File: src/rtl/slave_port_burst.sv
// slave_port_burst: serial-header bus slave port with burst
// auto-increment and split signalling on long read delays.
module slave_port_burst #(
  parameter int ADDR_W       = 12,
  parameter int DATA_W       = 8,
  parameter int BURST_W      = 12,
  parameter int DELAY_W      = 6,
  parameter int SPLIT_THRESH = 5
) (
  input  logic               clk,
  input  logic               reset,
  input  logic [DELAY_W-1:0] slave_delay,
  input  logic               read_en,
  input  logic               write_en,
  input  logic               master_valid,
  input  logic               master_ready,
  output logic               slave_ready,
  output logic               slave_valid,
  input  logic               rx_address,
  input  logic               rx_burst,
  input  logic               rx_data,
  output logic               tx_data,
  output logic [ADDR_W-1:0]  mem_addr,
  output logic [DATA_W-1:0]  mem_wdata,
  output logic               mem_wr,
  output logic               mem_rd,
  input  logic [DATA_W-1:0]  mem_rdata,
  output logic               split_en,
  output logic               done
);

  localparam logic [2:0] IDLE  = 3'd0;
  localparam logic [2:0] HDR   = 3'd1;
  localparam logic [2:0] WDATA = 3'd2;
  localparam logic [2:0] WRITE = 3'd3;
  localparam logic [2:0] RWAIT = 3'd4;
  localparam logic [2:0] RREQ  = 3'd5;
  localparam logic [2:0] RLOAD = 3'd6;
  localparam logic [2:0] RTX   = 3'd7;

  localparam int HW = $clog2(ADDR_W + 1);
  localparam int BW = $clog2(DATA_W);
  localparam logic [HW-1:0] HLAST = HW'(ADDR_W - 1);
  localparam logic [HW-1:0] BMAX  = HW'(BURST_W);
  localparam logic [BW-1:0] DLAST = BW'(DATA_W - 1);
  localparam logic [DELAY_W-1:0] SPLIT_D = DELAY_W'(SPLIT_THRESH);
  localparam logic [DELAY_W-1:0] D_ONE   = DELAY_W'(1);

  logic [2:0]         state;
  logic [HW-1:0]      hcnt;
  logic [BW-1:0]      bcnt;
  logic [ADDR_W-1:0]  addr;
  logic [BURST_W-1:0] burst;
  logic [BURST_W-1:0] beats;
  logic [DELAY_W-1:0] dly;
  logic [DATA_W-1:0]  wdata;
  logic [DATA_W-1:0]  rdata;
  logic               is_rd;
  logic               split;

  logic               start;
  logic               hdr_bit;
  logic               hdr_last;
  logic               rd_now;
  logic               bit_last;
  logic               beat_last;
  logic [ADDR_W-1:0]  nxt_addr;
  logic [BURST_W-1:0] nxt_burst;

  assign start     = (state == IDLE) && master_valid
                     && (read_en ^ write_en);
  assign hdr_bit   = start || ((state == HDR) && master_valid);
  assign hdr_last  = hdr_bit && (hcnt == HLAST);
  assign rd_now    = (state == IDLE) ? read_en : is_rd;
  assign bit_last  = (bcnt == DLAST);
  assign beat_last = (beats == '0);
  assign nxt_addr  = {rx_address, addr[ADDR_W-1:1]};
  // Burst bits past the field width are simply not shifted in.
  assign nxt_burst = (hcnt < BMAX)
                     ? {rx_burst, burst[BURST_W-1:1]}
                     : burst;

  always_ff @(posedge clk or posedge reset) begin
    if (reset) begin
      state <= IDLE;
      hcnt  <= '0;
      bcnt  <= '0;
      addr  <= '0;
      burst <= '0;
      beats <= '0;
      dly   <= '0;
      wdata <= '0;
      rdata <= '0;
      is_rd <= 1'b0;
      split <= 1'b0;
    end else begin
      case (state)
        IDLE, HDR: begin
          if (hdr_bit) begin
            addr  <= nxt_addr;
            burst <= nxt_burst;
            is_rd <= rd_now;
            if (hdr_last) begin
              hcnt  <= '0;
              bcnt  <= '0;
              beats <= nxt_burst;
              dly   <= slave_delay;
              split <= (slave_delay >= SPLIT_D);
              if (!rd_now)
                state <= WDATA;
              else if (slave_delay == '0)
                state <= RREQ;
              else
                state <= RWAIT;
            end else begin
              hcnt  <= hcnt + 1'b1;
              state <= HDR;
            end
          end
        end
        WDATA: begin
          if (master_valid) begin
            wdata <= {rx_data, wdata[DATA_W-1:1]};
            bcnt  <= bit_last ? '0 : bcnt + 1'b1;
            if (bit_last)
              state <= WRITE;
          end
        end
        WRITE: begin
          if (beat_last) begin
            state <= IDLE;
          end else begin
            addr  <= addr + 1'b1;
            beats <= beats - 1'b1;
            state <= WDATA;
          end
        end
        RWAIT: begin
          dly <= dly - 1'b1;
          if (dly == D_ONE)
            state <= RREQ;
        end
        RREQ: state <= RLOAD;
        RLOAD: begin
          rdata <= mem_rdata;
          state <= RTX;
        end
        RTX: begin
          if (master_ready) begin
            rdata <= rdata >> 1;
            bcnt  <= bit_last ? '0 : bcnt + 1'b1;
            if (bit_last) begin
              if (beat_last) begin
                state <= IDLE;
              end else begin
                addr  <= addr + 1'b1;
                beats <= beats - 1'b1;
                state <= RREQ;
              end
            end
          end
        end
        default: state <= IDLE;
      endcase
    end
  end

  assign slave_ready = (state == IDLE);
  assign slave_valid = (state == RTX);
  assign tx_data     = (state == RTX) && rdata[0];
  assign mem_addr    = addr;
  assign mem_wdata   = wdata;
  assign mem_wr      = (state == WRITE);
  assign mem_rd      = (state == RREQ);
  assign split_en    = (state == RWAIT) && split;
  assign done        = ((state == WRITE) && beat_last)
                       || ((state == RTX) && master_ready
                           && bit_last && beat_last);

endmodule

File: config.mk
export PLATFORM = sky130hd
export DESIGN_NAME = slave_port_burst
export DESIGN_NICKNAME = d
export VERILOG_FILES = /design/src/rtl/slave_port_burst.sv
export SDC_FILE = /design/constraint.sdc
export NUM_CORES = 1
export LEC_CHECK = 0
export ABC_AREA = 1
export BUFFER_PORTS_ARGS = -buffer_cell sky130_fd_sc_hd__buf_2
export CAP_MARGIN = 20
export CORE_MARGIN = 2
export CORE_UTILIZATION = 50
export CTS_BUF_LIST = sky130_fd_sc_hd__clkbuf_8
export DETAILED_ROUTE_END_ITERATION = 7
export PLACE_DENSITY = 0.76
export SETUP_SLACK_MARGIN = 0.02
export SYNTH_ARGS = -nofsm -noshare
export SYNTH_HDL_FRONTEND = slang
export SYNTH_SLANG_ARGS = --single-unit
File: constraint.sdc
create_clock -name clk -period 5.61 [get_ports clk]
set_input_delay 1.4025 -clock clk [delete_from_list [all_inputs] [get_ports clk]]
set_output_delay 1.4025 -clock clk [all_outputs]
set_load 0.02 [all_outputs]
* Word level (Yosys, flattened, before mapping)
Cells that the tools add are included.
** Storage, ports and cells
- Register bits after elaboration :: 70
- Input bits :: 23
- Output and inout bits :: 27
- Word-level logic and storage cells :: 102
** Operators by class
- Add/sub/neg operators :: 5
- Order comparisons :: 2
- Eq/ne operators :: 17
- Multiplexer cells :: 37
- Bitwise gates (word level) :: 1
- Reduce and logical (&&, ||, !) cells :: 29
** Operators by type and width (count)
- 12-bit 2-to-1 mux :: 10
- 12-bit one-hot mux with 3 select lines :: 2
- 3-bit 2-to-1 mux :: 14
- 3-bit one-hot mux with 7 select lines :: 1
- 8-bit one-hot mux with 2 select lines :: 1
- 3-bit equality test, second input constant :: 5
- 12-bit by 1-bit adder with 12-bit output, second input constant :: 1
- 12-bit zero test :: 1
- 6-bit 2-to-1 mux :: 2
- 2-bit != test, second input constant :: 6
- 6-bit one-hot mux with 2 select lines :: 1
- 12-bit by 1-bit subtractor with 12-bit output, second input constant :: 1
- 1-bit logical AND :: 10
- 5-bit AND reduction :: 2
- 3-bit one-hot mux with 3 select lines :: 1
- 8-bit 2-to-1 mux :: 1
- 3-bit by 2-bit equality test with 1-bit output, second input constant :: 2
- 6-bit by 1-bit equality test with 1-bit output, second input constant :: 1
- 6-bit by 3-bit >= comparator with 1-bit output, second input constant :: 1
- 6-bit zero test :: 1
- 2-bit AND reduction :: 3
- 3-bit AND reduction :: 2
- 6-bit AND reduction :: 1
- 3-bit nonzero test :: 2
- other kinds (16) :: 19

* Longest topological paths before layout
Gate-level depths: netlist of the first run.
- Depth after elaboration :: 8
- Gate-level depth with buffers :: 11
- Gate-level depth less buffers :: 11

* Worst setup path after synthesis of the first run
OpenSTA, ideal clock, no wires.
- Kind :: input to output
- From :: in master_ready
- To :: out done
- Data arrival time :: 1.794 ns
- Required time :: 4.208 ns
- Setup slack :: 2.414 ns
- Stages on the path :: 2
- Path buffers :: 0
- Cells stage by stage :: a31oi_1 nor2_1
** Between the ends
- Longest elaborated chain between the ends :: 4
** Ends and longest elaborated chain
- from (decl) :: line 16 : input logic master_ready,
- 1-bit logical AND :: line 177 : || ((state == RTX) && master_ready
- 1-bit logical AND (2 in a row) :: line 178 : && bit_last && beat_last);
- 1-bit logical OR :: line 177
- to (decl) :: line 29 : output logic done
Every way passes these cells.

* Worst setup path after layout of the first run
- From :: reg state[0]
- To :: out tx_data
** Between the ends
- Longest elaborated chain between the ends :: 2
** Ends and longest elaborated chain
- from (decl) :: line 49 : logic [2:0] state;
- from (signal assigned) :: line 85 : state <= IDLE;
- from (signal assigned) :: line 110 : state <= WDATA;
- from (signal assigned) :: line 112 : state <= RREQ;
- 3-bit equality test :: line 170 : assign tx_data = (state == RTX) && rdata[0];
- 1-bit logical AND :: line 170
- to (decl) :: line 22 : output logic tx_data,
Every way passes these cells.

==> run_results.csv, run 1 <==
group,metric,value,unit
hold_path,worstHoldPathCells,2,
clock_network,clockRootBuffer,"sky130_fd_sc_hd__clkbuf_8",
logic_synthesis,synthesized_nets,641,
pwr,total_leakage_power,2.55,nW
final_layout,fill_cells,773,
logic_synthesis,synth_top_area_cell,"sky130_fd_sc_hd__dfrtp_1",
pwr,worst_ir_drop_vdd,269,uV
final_layout,layout.cells.most_common_list,"225 x sky130_fd_sc_hd__nand2_1, 70 x sky130_fd_sc_hd__o21ai_0, 70 x sky130_fd_sc_hd__dfrtp_1",
floorplan,die-area,9220,um2
clock_network,cts-htree-levels,3,
routing,antenna_violating_nets_post_route,0,
logic_synthesis,synthCells,610,
clock_network,cts-hold-fix-buffers,0,
routing,number_of_detailed_routing_iterations_run_before_antenna_repair,5,
floorplan,floorplan.io_pins,50,
logic_synthesis,dominantRegCellSynth,"sky130_fd_sc_hd__dfrtp_1",
floorplan,design.core.area,8220,um2
pwr,p_seq_share,36.8,%
logic_synthesis,synth_largest_type_area_fraction,41.4,%
timing,finClkSkew,0.00908,ns
routing,dr_total_vias,4005,
global_route,globalRoute.totalOverflow,0,
pwr,clock_power_share,15.5,%
placed_design,detailed_place.area,4540,um2
logic_synthesis,seq_area_frac_synth,41.4,%
worst_setup_path,cpPeakStageDelay,0.52,ns
routing,drt-wirelength-per-cell,12.6,um
global_route,via_count_of_the_first_global_routing_pass,3757,
hold_path,hold_path_class,"register to register",
logic_synthesis,ys_top_cells_by_area,"sky130_fd_sc_hd__dfrtp_1 41%, sky130_fd_sc_hd__nand2_1 20%, sky130_fd_sc_hd__o21ai_0 8.3%",
pwr,power.share.switching,47.3,%
status,outcome,"finished, final reports clean",
clock_network,post-cts-setup-buffer-count,0,
clock_network,postCtsResizedCells,0,
global_route,gr-usage-all-layers,22.8,%
worst_setup_path,r2r_cells,8,
floorplan,start_util,51.5,%
worst_setup_path,setup_crit_path_kind,"register to output port",
timing,tightest_slew,0.784,ns
worst_setup_path,slowest_stage,"sky130_fd_sc_hd__dfrtp_1",
timing,fmax,278,MHz
pwr,power-per-cell-area,510,nW/um2
clock_network,cts.sink_count,70,
logic_synthesis,synthDistinctLibCells,35,
final_layout,drive_gt1_share,12.9,%
routing,drtIter0Drc,241,
logic_synthesis,post_synth_instance_area,4230,um2
timing,finalSetupViolCount,0,
global_route,busiest_layer,"met2",
clock_network,cts.path.max_buffers,2,
clock_network,cts_inserted_buffers,9,
final_layout,finalNetCount,687,
timing,timing.final.ws_setup,2.01,ns
placed_design,gpl.final_weighted_congestion,0.876,
pwr,p_comb_share,47.7,%
global_route,grtUsageMet1,31.0,%
final_layout,core_util_final,57.3,%
global_route,global_route_wire_length_before_repair,16400,um
timing,report.final.hold_viol_count,0,
worst_setup_path,worstPathCellList,"nand2_2 > inv_2 > nand2_1 > nor2_1 > buf_2",
routing,wl,9590,um
pwr,power_report.internal_total,1.27,mW
flow_run,drv.max_cap_violation_count,0,
worst_setup_path,worst_setup_path_start_kind,"register",
floorplan,die_h,96.0,um
floorplan,core.rowCount,33,
floorplan,die_w,96.0,um
global_route,grt_start_max_net_pins,39,
logic_synthesis,synth_edf_count,0,
timing,timing.final.crit_share,64.1,%
worst_setup_path,cp.arrival,2.20,ns
final_layout,syn2layout_area_growth,11.3,%
timing,min_period,3.60,ns
logic_synthesis,yosys_warnings,0,
logic_synthesis,synth-async-reset-ratio,100,%
global_route,met3_usage,3.29,%
worst_setup_path,critPathMaxFanout,28,
worst_setup_path,critPathRequiredTime,4.21,ns
clock_network,clk_pin_slew,0.07,ns
global_route,antenna_violations_before_repair,0,
pwr,design_power_total,2.40,mW
logic_synthesis,avgSynthCellArea,6.94,um2
timing,drv_slew,0,
logic_synthesis,ys_ff_latch,70,
pwr,switching_power,1.14,mW
global_route,global_route.usage.met2,36.2,%
placed_design,place.port_buffers,49,
final_layout,antenna-diode-count,0,
timing,relSlewSlack,47.6,%
routing,detail_route.drc_violations,0,
timing,grt_setup_unrepaired,"false",
timing,tns,0,ns
worst_setup_path,critPathCaptureType,"output port",
placed_design,place_hpwl,6920,um
placed_design,pre_cts_slack,2.32,ns
clock_network,insertion_delay,0.35,ns
final_layout,final_cell_area,4710,um2
clock_network,cts_tree,"built",
final_layout,mostFrequentLayoutCell,"sky130_fd_sc_hd__nand2_1",
routing,post_detailed_route_via_to_cell_ratio,5.24,
==> worst max-delay path: cells and delay by family (launching register included) <==
family,cells,cell delay (ns)
buf+inv,2,0.67
flops,1,0.52
simple gates,3,0.64
==> synth_stat cells, types with 3 or more instances <==
cell type,instances
sky130_fd_sc_hd__nand2_1,225
sky130_fd_sc_hd__ha_1,8
sky130_fd_sc_hd__inv_1,68
sky130_fd_sc_hd__inv_2,3
sky130_fd_sc_hd__nand4_1,10
sky130_fd_sc_hd__dfrtp_1,70
sky130_fd_sc_hd__o21ai_1,4
sky130_fd_sc_hd__clkbuf_1,6
sky130_fd_sc_hd__nand3_1,33
sky130_fd_sc_hd__a31oi_1,3
sky130_fd_sc_hd__nand2_2,4
sky130_fd_sc_hd__nor2_1,50
sky130_fd_sc_hd__o21ai_0,70
sky130_fd_sc_hd__buf_2,6
sky130_fd_sc_hd__xor2_1,4
sky130_fd_sc_hd__o211ai_1,7
sky130_fd_sc_hd__a21oi_1,14
==> sequential cells by signal (all words and copies together) (netlist names) <==
register   flops
mem_wdata      8
is_rd          1
split          1
hcnt           4
state          3
beats         12
burst         12
bcnt           3
rdata          8
mem_addr      12
dly            6
==> routing by layer <==
metal,routed length [um],vias to the layer above
met5,0,-
met4,170,0
met3,487,16
met2,4420,115
met1,4510,1840
li1,-,2034
==> worst paths after layout <==
check	from	end	slack (ns)
max	state[0]	tx_data	2.01
min	is_rd	is_rd	0.49
max reg2reg	state[0]	mem_addr[11]	3.20
min reg2reg	is_rd	is_rd	0.49
max in group asynchronous	reset	mem_addr[0]	3.51
min in group asynchronous	reset	mem_wdata[7]	1.15
==> kinds of logic after synthesis <==
family | share of synthesized area (%)
AO/OA/AOI/OAI | 13.3
adder cells (fa/ha/maj) | 2.37
buffers and inverters | 8.19
flip-flops | 41.4
multiplexers | 0.237
AND/OR/NAND/NOR | 33.7
XOR/XNOR | 0.828
==> stage by stage <==
step	hold slack, ns	std cells
floorplan	0.448	610
finish	0.493	764
detailed placement	0.479	750
CTS	0.496	764
global placement	0.466	750
global route	0.534	764
==> final cells by class <==
cell class / count / area (um2) / area share (%)
Sequential cell: 70 / 1750 / 37.2
Multi-Input combinational cell: 454 / 2130 / 45.3
Inverter: 71 / 267 / 5.66
Timing Repair Buffer: 50 / 253 / 5.37
Tap cell: 105 / 131 / 2.79
Clock buffer: 12 / 165 / 3.51
Clock inverter: 2 / 8.76 / 0.186
==> power groups by stage <==
| stage | logic [mW] | clock network [mW] | registers (mW) |
|---|---|---|---|
| global route | 1.32 | 0.396 | 0.909 |
| detailed placement | 1.14 | 0 | 0.885 |
| CTS | 1.14 | 0.384 | 0.879 |
| finish | 1.15 | 0.373 | 0.884 |
| floorplan | 0.832 | 0 | 0.914 |
| global placement | 1.09 | 0 | 0.876 |
(Power assumes the default switching activity.)
==> inputs of run 2 (changes only) <==
==> constraint.sdc (replaced) <==
create_clock -name clk -period 3.6 [get_ports clk]
set_input_delay 0.9 -clock clk [delete_from_list [all_inputs] [get_ports clk]]
set_output_delay 0.9 -clock clk [all_outputs]
set_load 0.02 [all_outputs]
==> run 2 against run 1 <==
Against the previous run:
- critical path depth unchanged
- register-to-register slack lost 1.9 ns
- clock-buffer cell count did not move
- core utilization is 0.82 points higher
- setup slack got worse by 1.5 ns
- final cell count rose by 0.39%
- die area stayed put
- clock skew rose by 0.0031 ns
- hold slack lost 0.0044 ns
- non-clock buffer count increased by 1
- wire length down 3.9%
- global-route usage is 0.48 points lower
- critical path type unchanged
- critical endpoint unchanged
- largest power group unchanged
- highest routed layer unchanged
==> run_results.csv, run 2 (synthesis gave the netlist of run 1 again) <==
group,metric,value,unit
placed_design,place_hpwl,6730,um
clock_network,cts.sink_count,70,
routing,wl,9210,um
worst_setup_path,critical_path.reg2reg.startpoint,"state[0]",
hold_path,hold_path_class,"register to register",
hold_path,worstHoldPathCells,2,
timing,finalSetupViolCount,0,
worst_setup_path,worst_setup_path_start_kind,"register",
placed_design,place.port_buffers,49,
timing,tightest_slew,0.803,ns
floorplan,start_util,51.5,%
clock_network,cts.path.max_buffers,2,
pwr,clock_power_share,19.3,%
floorplan,design.core.area,8220,um2
worst_setup_path,r2r_slack,1.28,ns
pwr,power.share.switching,45.4,%
global_route,via_count_of_the_first_global_routing_pass,3713,
worst_setup_path,cp.arrival,2.19,ns
timing,relSlewSlack,46.4,%
routing,drt-wirelength-per-cell,12.0,um
pwr,power-per-cell-area,813,nW/um2
global_route,globalRoute.totalOverflow,0,
routing,number_of_detailed_routing_iterations_run_before_antenna_repair,5,
final_layout,layout.cells.most_common_list,"225 x sky130_fd_sc_hd__nand2_1, 70 x sky130_fd_sc_hd__o21ai_0, 70 x sky130_fd_sc_hd__dfrtp_1",
worst_setup_path,critPathMaxFanout,28,
timing,timing.final.crit_share,85.7,%
timing,min_period,3.09,ns
clock_network,insertion_delay,0.36,ns
final_layout,mostFrequentLayoutCell,"sky130_fd_sc_hd__nand2_1",
global_route,global_route_wire_length_before_repair,16300,um
timing,whs,0.489,ns
global_route,grt_start_max_net_pins,29,
pwr,switching_power,1.76,mW
timing,report.final.hold_viol_count,0,
clock_network,cts-htree-levels,3,
final_layout,core_util_final,58.1,%
pwr,power_report.internal_total,2.12,mW
worst_setup_path,critPathRequiredTime,2.70,ns
clock_network,cts-hold-fix-buffers,0,
pwr,p_seq_share,35.3,%
routing,dr_total_vias,3978,
worst_setup_path,setup_crit_path_kind,"register to output port",
worst_setup_path,cpPeakStageDelay,0.52,ns
floorplan,die-area,9220,um2
timing,drv_slew,0,
final_layout,antenna-diode-count,0,
clock_network,post-cts-setup-buffer-count,0,
hold_path,worst_hold_startpoint,"is_rd",
routing,drtIter0Drc,228,
worst_setup_path,worstPathCellList,"nand2_2 > inv_2 > nand2_1 > nor2_1 > buf_2",
final_layout,syn2layout_area_growth,12.9,%
pwr,p_comb_share,45.4,%
global_route,gr-usage-all-layers,22.3,%
global_route,antenna_violations_before_repair,0,
pwr,total_leakage_power,2.59,nW
final_layout,drive_gt1_share,13.3,%
clock_network,cts_inserted_buffers,9,
floorplan,core.rowCount,33,
status,outcome,"finished, final reports clean",
floorplan,floorplan.io_pins,50,
routing,post_detailed_route_via_to_cell_ratio,5.19,
worst_setup_path,r2r_cells,8,
timing,fmax,324,MHz
clock_network,clk_pin_slew,0.08,ns
floorplan,die_w,96.0,um
flow_run,drv.max_cap_violation_count,0,
worst_setup_path,critPathCaptureType,"output port",
worst_setup_path,slowest_stage,"sky130_fd_sc_hd__dfrtp_1",
routing,antenna_violating_nets_post_route,0,
timing,tns,0,ns
clock_network,clockRootBuffer,"sky130_fd_sc_hd__clkbuf_8",
clock_network,postCtsResizedCells,0,
routing,detail_route.drc_violations,0,
worst_setup_path,crit_path_start,"state[0]",
timing,grt_setup_unrepaired,"false",
timing,finClkSkew,0.0122,ns
final_layout,finalNetCount,688,
clock_network,cts_tree,"built",
floorplan,die_h,96.0,um
pwr,worst_ir_drop_vdd,378,uV
placed_design,gpl.final_weighted_congestion,0.876,
final_layout,fill_cells,767,
## run 2: power by group through the flow
stage	logic [mW]	registers, mW	clock network, mW
after floorplan	1.30	1.42	0
after global placement	1.71	1.36	0
after detailed placement	1.75	1.38	0
after CTS	1.77	1.37	0.756
after global routing	2.03	1.42	0.792
final	1.76	1.37	0.750
## run 2: final timing paths
check	endpoint
worst max-delay path	tx_data
max in group asynchronous	beats[1]
worst min-delay path	is_rd
min in group asynchronous	dly[4]
worst min register to register	is_rd
worst max register to register	beats[6]
## run 2: final cells by class
type                       instances  area [um2]  area share (%)
sequential                        70        1750            36.7
inverter                          71         267            5.58
clock inverter                     4        68.8            1.44
clock buffer                      12         165            3.46
multi-input combinational        454        2130            44.7
tap                              105         131            2.75
timing repair buffer              51         260            5.45
## run 2: routing by layer
metal,vias up,global-route usage (%),routed length [um]
li1,2042,-,-
met1,1857,30.8,4610
met2,67,35.7,4190
met3,12,4.46,304
met4,0,6.43,105
met5,-,0,0
## run 2: worst max-delay path, delay by kind of cell (launching register included)
kind	cells	cell delay, ns
buf+inv	2	0.64
simple gates	3	0.68
flops	1	0.52
## run 2: metrics by stage
step	total power, mW	cell area [um2]	setup WS (ns)	instances
2_1_floorplan	2.72	4230	0.932	610
3_3_place_gp	3.07	4540	0.967	751
3_5_place_dp	3.13	4540	0.895	751
4_1_cts	3.89	4780	0.505	767
5_1_grt	4.24	4780	0.324	767
6_report	3.88	4780	0.515	767
